==> config.mk <==
export PLATFORM = sky130hd
export DESIGN_NAME = life_grid_ctrl
export DESIGN_NICKNAME = d
export VERILOG_FILES = /design/src/rtl/life_grid_ctrl.sv
export SDC_FILE = /design/constraint.sdc
export NUM_CORES = 1
export LEC_CHECK = 0
export BUFFER_PORTS_ARGS = -buffer_cell sky130_fd_sc_hd__buf_4
export CORE_MARGIN = 2
export CORE_UTILIZATION = 60
export DETAILED_ROUTE_END_ITERATION = 10
export GPL_TIMING_DRIVEN = 0
export PLACE_DENSITY = 0.83
export SYNTH_ARGS = -nofsm -noshare
export SYNTH_HDL_FRONTEND = slang
export SYNTH_SLANG_ARGS = --single-unit
==> constraint.sdc <==
create_clock -name clk -period 3.35 [get_ports clk]
set_input_delay 0.1675 -clock clk [delete_from_list [all_inputs] [get_ports clk]]
set_output_delay 0.1675 -clock clk [all_outputs]
set_load 0.01 [all_outputs]
==> src/rtl/life_grid_ctrl.sv <==
// Sequencer for the life_cell scan chain: serial seed load, generation stepping, and a
// recirculating non-destructive readout. Optional generation counter: define GEN_COUNT_EN.
module life_grid_ctrl #(
  parameter int CELLS   = 64,
  parameter int GEN_DIV = 1000000,
  parameter int CNT_W   = 20
) (
  input  logic        clk,
  input  logic        reset,
  input  logic        load_start,
  input  logic        step,
  input  logic        run,
  input  logic        in_valid,
  input  logic        in_bit,
  output logic        in_ready,
  input  logic        chain_out,
  output logic        enb,
  output logic        scan,
  output logic        scan_val,
  output logic        out_valid,
  output logic        out_bit,
  output logic        out_last,
  input  logic        out_ready,
  output logic        busy,
  output logic [15:0] gen_count
);

  typedef enum logic [2:0] {IDLE, LOAD, STEP, READ, WAIT} state_t;

  localparam logic [CNT_W-1:0] LAST_BIT = CNT_W'(CELLS - 1);
  localparam logic [CNT_W-1:0] LAST_DIV = CNT_W'(GEN_DIV - 1);

  state_t           state, state_next;
  logic [CNT_W-1:0] bit_cnt;
  logic [CNT_W-1:0] div_cnt;
  logic             in_acc;
  logic             out_acc;

  assign in_acc  = (state == LOAD) && in_valid;
  assign out_acc = (state == READ) && out_ready;

  always_ff @(posedge clk) begin
    if (!reset) state <= IDLE;
    else        state <= state_next;
  end

  always_comb begin
    state_next = state;
    case (state)
      IDLE: begin
        if (load_start)  state_next = LOAD;
        else if (step)   state_next = STEP;
        else if (run)    state_next = WAIT;
      end
      LOAD: if (in_acc && bit_cnt == LAST_BIT) state_next = IDLE;
      STEP: state_next = READ;
      READ: if (out_acc && bit_cnt == LAST_BIT) state_next = run ? WAIT : IDLE;
      WAIT: begin
        if (!run)                    state_next = IDLE;
        else if (div_cnt == LAST_DIV) state_next = STEP;
      end
      default: state_next = IDLE;
    endcase
  end

  // bit_cnt is zeroed in the states that precede LOAD and READ, so each frame starts at 0
  always_ff @(posedge clk) begin
    if (!reset) begin
      bit_cnt <= '0;
      div_cnt <= '0;
    end else begin
      if (state == IDLE || state == STEP) bit_cnt <= '0;
      else if (in_acc || out_acc)         bit_cnt <= bit_cnt + CNT_W'(1);
      if (state == WAIT) div_cnt <= div_cnt + CNT_W'(1);
      else               div_cnt <= '0;
    end
  end

  assign out_bit = chain_out;

  always_comb begin
    enb       = 1'b0;
    scan      = 1'b0;
    scan_val  = 1'b0;
    in_ready  = 1'b0;
    out_valid = 1'b0;
    out_last  = 1'b0;
    busy      = (state != IDLE);
    case (state)
      LOAD: begin
        in_ready = 1'b1;
        scan     = in_valid;
        scan_val = in_bit;
      end
      STEP: enb = 1'b1;
      READ: begin
        out_valid = 1'b1;
        out_last  = (bit_cnt == LAST_BIT);
        scan      = out_ready;
        scan_val  = chain_out;
      end
      default: ;
    endcase
  end

`ifdef GEN_COUNT_EN
  logic [15:0] gen_cnt_q;

  always_ff @(posedge clk) begin
    if (!reset)                          gen_cnt_q <= 16'h0000;
    else if (state == IDLE && load_start) gen_cnt_q <= 16'h0000;
    else if (state == STEP)               gen_cnt_q <= gen_cnt_q + 16'd1;
  end

  assign gen_count = gen_cnt_q;
`else
  assign gen_count = 16'h0000;
`endif

endmodule

# Word-level counts from Yosys, hierarchy flattened
# Index checks and enable logic that the tools add are counted.
[word_totals]
output_inout_bits = 24
register_bits = 43
input_bits = 9
[op_classes]
add_sub_neg = 2
bitwise = 1
eq_ne = 10
n_reduce_logical = 11
muxes = 15
[op_table]
columns = ["operator", "n"]
rows = [
  ["adder 20 x 1 -> 20 bit, second input constant", 2],
  ["two-way mux 3 bit", 8],
  ["== test 20 bit, second input constant", 1],
  ["== test 20 x 6 -> 1 bit, second input constant", 1],
  ["case mux 3 bit (5 select lines)", 1],
  ["== test 3 x 2 -> 1 bit, second input constant", 2],
  ["logical AND 1 bit", 4],
  ["two-way mux 1 bit", 4],
  ["inequality test 2 x 1 -> 1 bit, second input constant", 2],
  ["inequality test 4 bit, second input constant", 1],
  ["case mux 1 bit (2 select lines)", 2],
  ["AND reduction 4 bit", 1],
  ["== test 3 x 1 -> 1 bit, second input constant", 1],
  ["== test 3 bit, second input constant", 1],
  ["logical NOT 3 bit", 1],
  ["inequality test 3 bit, second input constant", 1],
  ["nonzero test 3 bit", 1],
  ["logical OR 1 bit", 2],
  ["AND reduction 2 bit", 1],
  ["OR reduction 2 bit", 1],
  ["inverter 1 bit", 1],
]

# Depth between registers and ports, before layout
# Gate-level depths: netlist of the first run.
[logic_depth]
word_depth = 5
depth_mapped = 7

# Worst setup path after synthesis of the first run
# OpenSTA, ideal clock, no wires.
[synth_timing]
kind = "reg-to-reg"
startpoint = "register div_cnt[0]"
endpoint = "register div_cnt[18]"
setup_slack_ns = 1.659
path_stages_with_launch = 7
period_less_slack_ns = 1.691
t_required_ns = 3.222
t_arrival_ns = 1.563
path_cell_list = "dfxtp_1 ha_1 inv_1 or4_4 nor4_4 xnor2_1 nor2_1"
[synth_via]
elab_chain_len = 1
[synth_lines]
columns = ["item", "line", "source"]
rows = [
  ["from (decl)", "35", "logic [CNT_W-1:0] div_cnt;"],
  ["from (signal assigned)", "74", "if (state == WAIT) div_cnt <= div_cnt + CNT_W'(1);"],
  ["adder 20 x 1 -> 20 bit", "74", ""],
]
# No other way between the ends.
# A chain may end at the register's enable or synchronous reset.

# Final worst setup path of the first run
[layout_timing]
startpoint = "register bit_cnt[6]"
endpoint = "output port out_last"
[layout_via]
elab_chain_len = 2
[layout_lines]
columns = ["item", "line", "source"]
rows = [
  ["from (decl)", "34", "logic [CNT_W-1:0] bit_cnt;"],
  ["from (signal assigned)", "73", "else if (in_acc || out_acc) bit_cnt <= bit_cnt + CNT_W'(1);"],
  ["== test 20 x 6 -> 1 bit", "98", "out_last = (bit_cnt == LAST_BIT);"],
  ["two-way mux 1 bit", "89", "case (state)"],
  ["to (decl)", "22", "output logic out_last,"],
]
# No other way between the ends.

==> flow_metrics.py, run 1 <==
metrics = {
    "logic_synthesis": {
        "syn_area_um2": 2200,
        "synth_commonest_cells": "47 x nor2_1, 43 x dfxtp_1, 24 x xor2_1",
        "yosys_register_bits": 43,
        "yosysMostFrequentCell": "nor2_1",
        "yosysUniqueCellTypes": 38,
        "synth_top_cells_by_area": "dfxtp_1 39%, xor2_1 9.5%, nor2_1 8.0%",
        "ys_seq_area_share_pct": 39.0,
        "yosysTopAreaCell": "dfxtp_1",
        "async_flop_share_pct": 0,
        "synth_top_area_share_pct": 39.0,
        "synth-edff-count": 0,
        "netlist_instances": 266,
        "ys.flop_type": "dfxtp_1",
        "syn_area_per_cell_um2": 8.29,
        "ys_warn_count": 0,
    },
    "global_routing": {
        "grt_pass1_wl_um": 7000,
        "gr-total-overflow": 0,
        "grt_pass1_vias": 1585,
        "antenna_found_initial": 0,
        "grtUsageTotal_pct": 21.5,
        "grt_max_degree": 12,
    },
    "pwr": {
        "clockPowerShare_pct": 32.8,
        "cellPowerDensity_nw_per_um2": 368,
        "p_int_uw": 701,
        "swShare_pct": 24.1,
        "combPwrFrac_pct": 11.2,
        "peakVddDrop_v": 0.000237,
        "leakage_uw": 0.000977,
        "p_sw_uw": 223,
        "sequentialPowerShare_pct": 56.1,
    },
    "floorplan": {
        "dieArea_um2": 4180,
        "die_y_um": 64.6,
        "initial_core_util_pct": 61.1,
        "std_cell_rows": 22,
        "die_w_um": 64.6,
        "core_um2": 3610,
        "pin_count": 33,
    },
    "hold_path": {
        "worstHoldPathCells": 3,
        "min_from": "reset",
        "hold_end": "state[2]$_SDFFE_PN0P_",
        "worstHoldPathType": "input pin to register",
    },
    "setup_path": {
        "crit_top_cell": "nor4_1",
        "required_ns": 3.18,
        "r2r_end": "div_cnt[16]$_SDFF_PN0_",
        "startpoint_type": "register",
        "crit_arrival_ns": 1.73,
        "worstPathMaxFanout": 4,
        "critical_path_class": "register to primary output",
        "worstRegToRegCells": 6,
        "r2r-start": "div_cnt[0]$_SDFF_PN0_",
        "r2r_slack_ns": 1.51,
        "critPathBufInv": 1,
        "cp_cell_sequence": "nor4_1 > nand3_1 > nor4_1 > buf_4",
        "critical_path.max_stage_delay_ns": 0.42,
        "cp_slowest_cell": "nor4_1",
        "crit_family": "simple AND/OR/NAND/NOR gates",
        "cp-end-kind": "primary output",
    },
    "sta": {
        "hold-worst-slack_ns": 0.177,
        "slew-limit-headroom_pct": 52.9,
        "fin_crit_sh_pct": 56.7,
        "slew_violations": 0,
        "fin_crit_ns": 1.90,
        "fin_ws_ns": 1.45,
        "rsz0062_at_grt": "false",
        "tightest_slew_ns": 0.701,
        "setup-violations-final": 0,
        "final.setup.tns_ns": 0,
        "skew_ns": 0.00848,
        "clock.fmax_ghz": 0.527,
        "hold_viol_final": 0,
    },
    "placement": {
        "gp_congestion": 0.823,
        "postPlaceCellArea_um2": 2440,
        "dp_cells": 345,
        "place_hpwl_um": 2930,
        "detailedPlace.worstSlack_ns": 1.54,
        "place.port_buffers": 16,
    },
    "cts": {
        "root_buffer": "clkbuf_8",
        "clkLatencyLatePin_ns": 0.30,
        "cts_buffers": 5,
        "cts.htree.levels": 2,
        "cts_max_path_buffers": 2,
        "path_clk_slew_ns": 0.07,
        "cts_hold_buf": 0,
        "cts_num_sinks": 43,
        "cts_setup_buffers": 0,
        "cts_tree": "yes",
        "cts_resized": 0,
    },
    "route": {
        "vias": 1820,
        "drtIter0Drc": 85,
        "wl_per_cell_um": 11.5,
        "drtPass1Iterations": 4,
        "antenna_left": 0,
        "drc_errors": 0,
        "wirelength_um": 4050,
        "via_per_inst": 5.19,
    },
    "layout": {
        "ff_latch_area_um2": 861,
        "postLayoutCellArea_um2": 2510,
        "multi_input_comb_area_um2": 1200,
        "stdcell_count": 351,
        "antenna_cells": 0,
        "syn_to_final_growth_pct": 14.0,
        "drive_above_1_share_pct": 15.2,
        "fill_cells": 303,
        "nets": 315,
    },
    "run": {
        "max_cap_violations": 0,
    },
    "status": {
        "status": "finished, final reports clean",
    },
}
==> sequential cells by signal (all words and copies together) (netlist names) <==
name,count
bit_cnt,20
div_cnt,20
state,3
==> routing by layer <==
metal,vias to the layer above,share of wire (%),track usage [%]
met2,51,44,34.6
met1,821,48,26.8
met3,8,6.4,7.47
li1,940,-,-
met5,-,0,0
met4,0,1.7,7.71
==> layout make-up <==
type                            count  area share, %
Inverter                            9           1.34
Multi-Input combinational cell    203           47.9
Buffer                             26           6.47
Clock buffer                        6           2.89
Timing Repair Buffer               16           4.78
Tap cell                           48           2.39
Sequential cell                    43           34.2
==> layout by cell type, fill, tap and decap left out, drive strengths merged <==
master,Yosys,final
a21oi,5,5
a211o,1,1
buf,18,34
or4,3,3
o21bai,1,1
nor4,7,7
nor2b,2,2
o311ai,1,1
nor3b,1,1
nand2,17,17
nand2b,1,1
o21ai,6,6
a211oi,1,1
mux2i,2,2
inv,9,9
clkbuf,8,14
and3,9,9
nand3,22,22
xor2,24,24
nand3b,1,1
nor3,4,4
ha,2,2
xnor2,11,11
nor4b,1,1
and4,4,4
conb,1,16
mux2,1,1
or3,4,4
a21o,1,1
nand4,7,7
nor2,47,47
a31o,1,1
dfxtp,43,43
==> stage by stage <==
stage / utilization, % / total power (uW)
after detailed placement: 67.7 / 632
after global routing: 69.7 / 964
after CTS: 69.7 / 929
final: 69.7 / 924
after global placement: 67.7 / 629
after floorplan: - / 599
==> how the worst max path moves through the flow <==
stage / to / cells after the start / slack, ns / start
floorplan: div_cnt[18]$_SDFF_PN0_ / 6 / 1.66 / div_cnt[0]$_SDFF_PN0_
global placement: bit_cnt[11]$_SDFFE_PP0P_ / 5 / 1.54 / state[2]$_SDFFE_PN0P_
detailed placement: div_cnt[18]$_SDFF_PN0_ / 6 / 1.54 / div_cnt[0]$_SDFF_PN0_
CTS: out_last / 4 / 1.46 / bit_cnt[12]$_SDFFE_PP0P_
global route: out_last / 4 / 1.29 / bit_cnt[6]$_SDFFE_PP0P_
finish: out_last / 4 / 1.45 / bit_cnt[6]$_SDFFE_PP0P_
==> kinds of logic (layout without fill, tap and decap cells) <==
kind of cell,count (synthesis),in the layout,synth area share [%]
XOR/XNOR,35,35,13.9
flip-flops,43,43,39.0
AND/OR/NAND/NOR,130,130,30.7
other,1,16,0.170
multiplexers,3,3,1.42
adder cells (fa/ha/maj),2,2,1.13
buffers and inverters,35,57,8.91
AO/OA/AOI/OAI,17,17,4.71
==> power by group through the flow <==
| stage | clock, uW | sequential [uW] | combinational (uW) |
|---|---|---|---|
| after floorplan | 0 | 529 | 69.9 |
| after global placement | 0 | 529 | 99.4 |
| after detailed placement | 0 | 530 | 102 |
| after CTS | 309 | 518 | 102 |
| after global routing | 333 | 518 | 113 |
| final | 303 | 518 | 103 |
==> worst reg2reg max path: stages (launching register included) <==
cell and delay (ns):
dfxtp_1 0.39, ha_1 0.24, inv_1 0.07, or4_4 0.58, nor3_1 0.23, xnor2_1 0.15
nor2_1 0.05
Note: power is estimated with default switching activity, not from simulation.
==> run 2: changes to the inputs <==
CORE_UTILIZATION = 56   (was 60)
PLACE_DENSITY = 0.79   (was 0.83)
clock period = 1.9 ns   (was 3.35 ns; I/O delays follow)
==> run 2 against run 1 <==
Non-clock buffer count fell by 1. Count of clock-buffer cells in the layout fell by 1. Final area rose by 3.9%. Total power is 110% higher. Setup slack worse by 1.3 ns. Final cell count rose by 0.28%. Via count down 1.3%. Core utilization is 0.56 points higher. Critical endpoint unchanged. Largest power group unchanged. Highest routed layer unchanged.
==> flow_metrics.py, run 2 (synthesis gave the netlist of run 1 again) <==
metrics = {
    "sta": {
        "fin_crit_sh_pct": 94.4,
        "skew_ns": 0.00940,
        "slew-limit-headroom_pct": 63.0,
        "slew_violations": 0,
        "clock.fmax_ghz": 0.557,
        "hold_viol_final": 0,
        "hold-worst-slack_ns": 0.0972,
        "fin_ws_ns": 0.106,
        "setup-violations-final": 0,
        "final.setup.tns_ns": 0,
        "fin_crit_ns": 1.79,
        "tightest_slew_ns": 0.550,
    },
    "floorplan": {
        "core_um2": 3720,
        "initial_core_util_pct": 59.3,
        "std_cell_rows": 22,
        "die_y_um": 66.7,
        "die_w_um": 66.7,
        "pin_count": 33,
        "dieArea_um2": 4450,
    },
    "route": {
        "vias": 1796,
        "via_per_inst": 5.10,
        "wl_per_cell_um": 11.5,
        "drtPass1Iterations": 4,
        "wirelength_um": 4060,
        "drtIter0Drc": 102,
        "antenna_left": 0,
        "drc_errors": 0,
    },
    "placement": {
        "dp_cells": 345,
        "gp_congestion": 0.786,
        "detailedPlace.worstSlack_ns": 0.0214,
        "place_hpwl_um": 2820,
        "place.port_buffers": 16,
    },
    "cts": {
        "cts_num_sinks": 43,
        "cts.htree.levels": 2,
        "cts_hold_buf": 0,
        "root_buffer": "clkbuf_8",
        "cts_setup_buffers": 0,
        "path_clk_slew_ns": 0.09,
        "cts_max_path_buffers": 2,
        "cts_buffers": 5,
        "clkLatencyLatePin_ns": 0.30,
        "cts_tree": "yes",
        "cts_resized": 0,
    },
    "setup_path": {
        "startpoint_type": "register",
        "cp-endpoint": "out_last",
        "critical_path.startpoint": "bit_cnt[0]$_SDFFE_PP0P_",
        "cp-end-kind": "primary output",
        "required_ns": 1.80,
        "r2r_end": "div_cnt[18]$_SDFF_PN0_",
        "worstPathMaxFanout": 4,
        "worstRegToRegCells": 5,
        "crit_arrival_ns": 1.70,
        "r2r_slack_ns": 0.12,
        "critical_path_class": "register to primary output",
        "r2r-start": "div_cnt[2]$_SDFF_PN0_",
    },
    "hold_path": {
        "worstHoldPathType": "input pin to register",
    },
    "pwr": {
        "leakage_uw": 0.00101,
        "peakVddDrop_v": 0.000465,
        "cellPowerDensity_nw_per_um2": 742,
    },
    "layout": {
        "stdcell_count": 352,
        "antenna_cells": 0,
        "fill_cells": 313,
        "nets": 314,
        "largest_registers": "bit_cnt: 20 flops, div_cnt: 20 flops, state: 3 flops",
        "drive_above_1_share_pct": 18.4,
        "layout_commonest_cell": "nor2_1",
        "fin_util_pct": 70.3,
        "final_cell_mix": "47 x nor2_1, 41 x dfxtp_1, 33 x buf_4, 24 x xor2_1, 22 x nand3_1",
        "syn_to_final_growth_pct": 18.4,
    },
    "global_routing": {
        "grt_max_degree": 15,
        "antenna_found_initial": 0,
        "gr-total-overflow": 0,
        "grt_pass1_vias": 1578,
        "grtUsageTotal_pct": 20.3,
        "grt_pass1_wl_um": 6840,
    },
    "status": {
        "status": "finished, final reports clean",
    },
    "run": {
        "max_cap_violations": 0,
    },
}
[run 2: worst max-delay path, cell delays in order (launching register included)]
cell and delay [ns]:
dfxtp_1 0.39, ha_1 0.20, and3_1 0.23, nand3_1 0.12, nor4_2 0.29, buf_4 0.17
[run 2: metrics by stage]
stage,total power (uW),cell area [um^2]
after global routing,2010,2610
final,1940,2610
after global placement,1110,2440
after detailed placement,1110,2440
after floorplan,1060,2260
after CTS,1950,2580
[run 2: where the power goes]
group | switching, uW | total (uW) | internal [uW]
logic | 97.8 | 182 | 83.7
clock network | 321 | 845 | 524
registers | 4.97 | 912 | 907
[run 2: area by class of cell]
cell class / instances / area (um^2) / share of cell area [%]
plain buffers: 25 / 159 / 6.09
clock buffers: 5 / 68.8 / 2.64
clock inverters: 3 / 67.6 / 2.59
inverters: 9 / 33.8 / 1.29
multi-input cells: 203 / 1240 / 47.4
flip-flops and latches: 43 / 863 / 33.1
well taps: 48 / 60.1 / 2.30
repair buffers: 16 / 120 / 4.60
[run 2: worst min path at each step]
stage,startpoint,end,slack [ns],depth (start not counted)
6_report,reset,state[2]$_SDFFE_PN0P_,0.1,3
5_1_grt,reset,state[2]$_SDFFE_PN0P_,0.14,3
3_3_place_gp,reset,state[2]$_SDFFE_PN0P_,0.41,3
2_1_floorplan,reset,state[2]$_SDFFE_PN0P_,0.24,2
3_5_place_dp,reset,state[2]$_SDFFE_PN0P_,0.41,3
4_1_cts,reset,state[2]$_SDFFE_PN0P_,0.1,3
[run 2: metal layers]
| layer | vias up | GRT usage, % | routed length [um] |
|---|---|---|---|
| met5 | - | 0 | 0 |
| met4 | 0 | 8.67 | 82 |
| li1 | 939 | - | - |
| met2 | 54 | 31.0 | 1760 |
| met1 | 795 | 26.7 | 1950 |
| met3 | 8 | 5.74 | 269 |
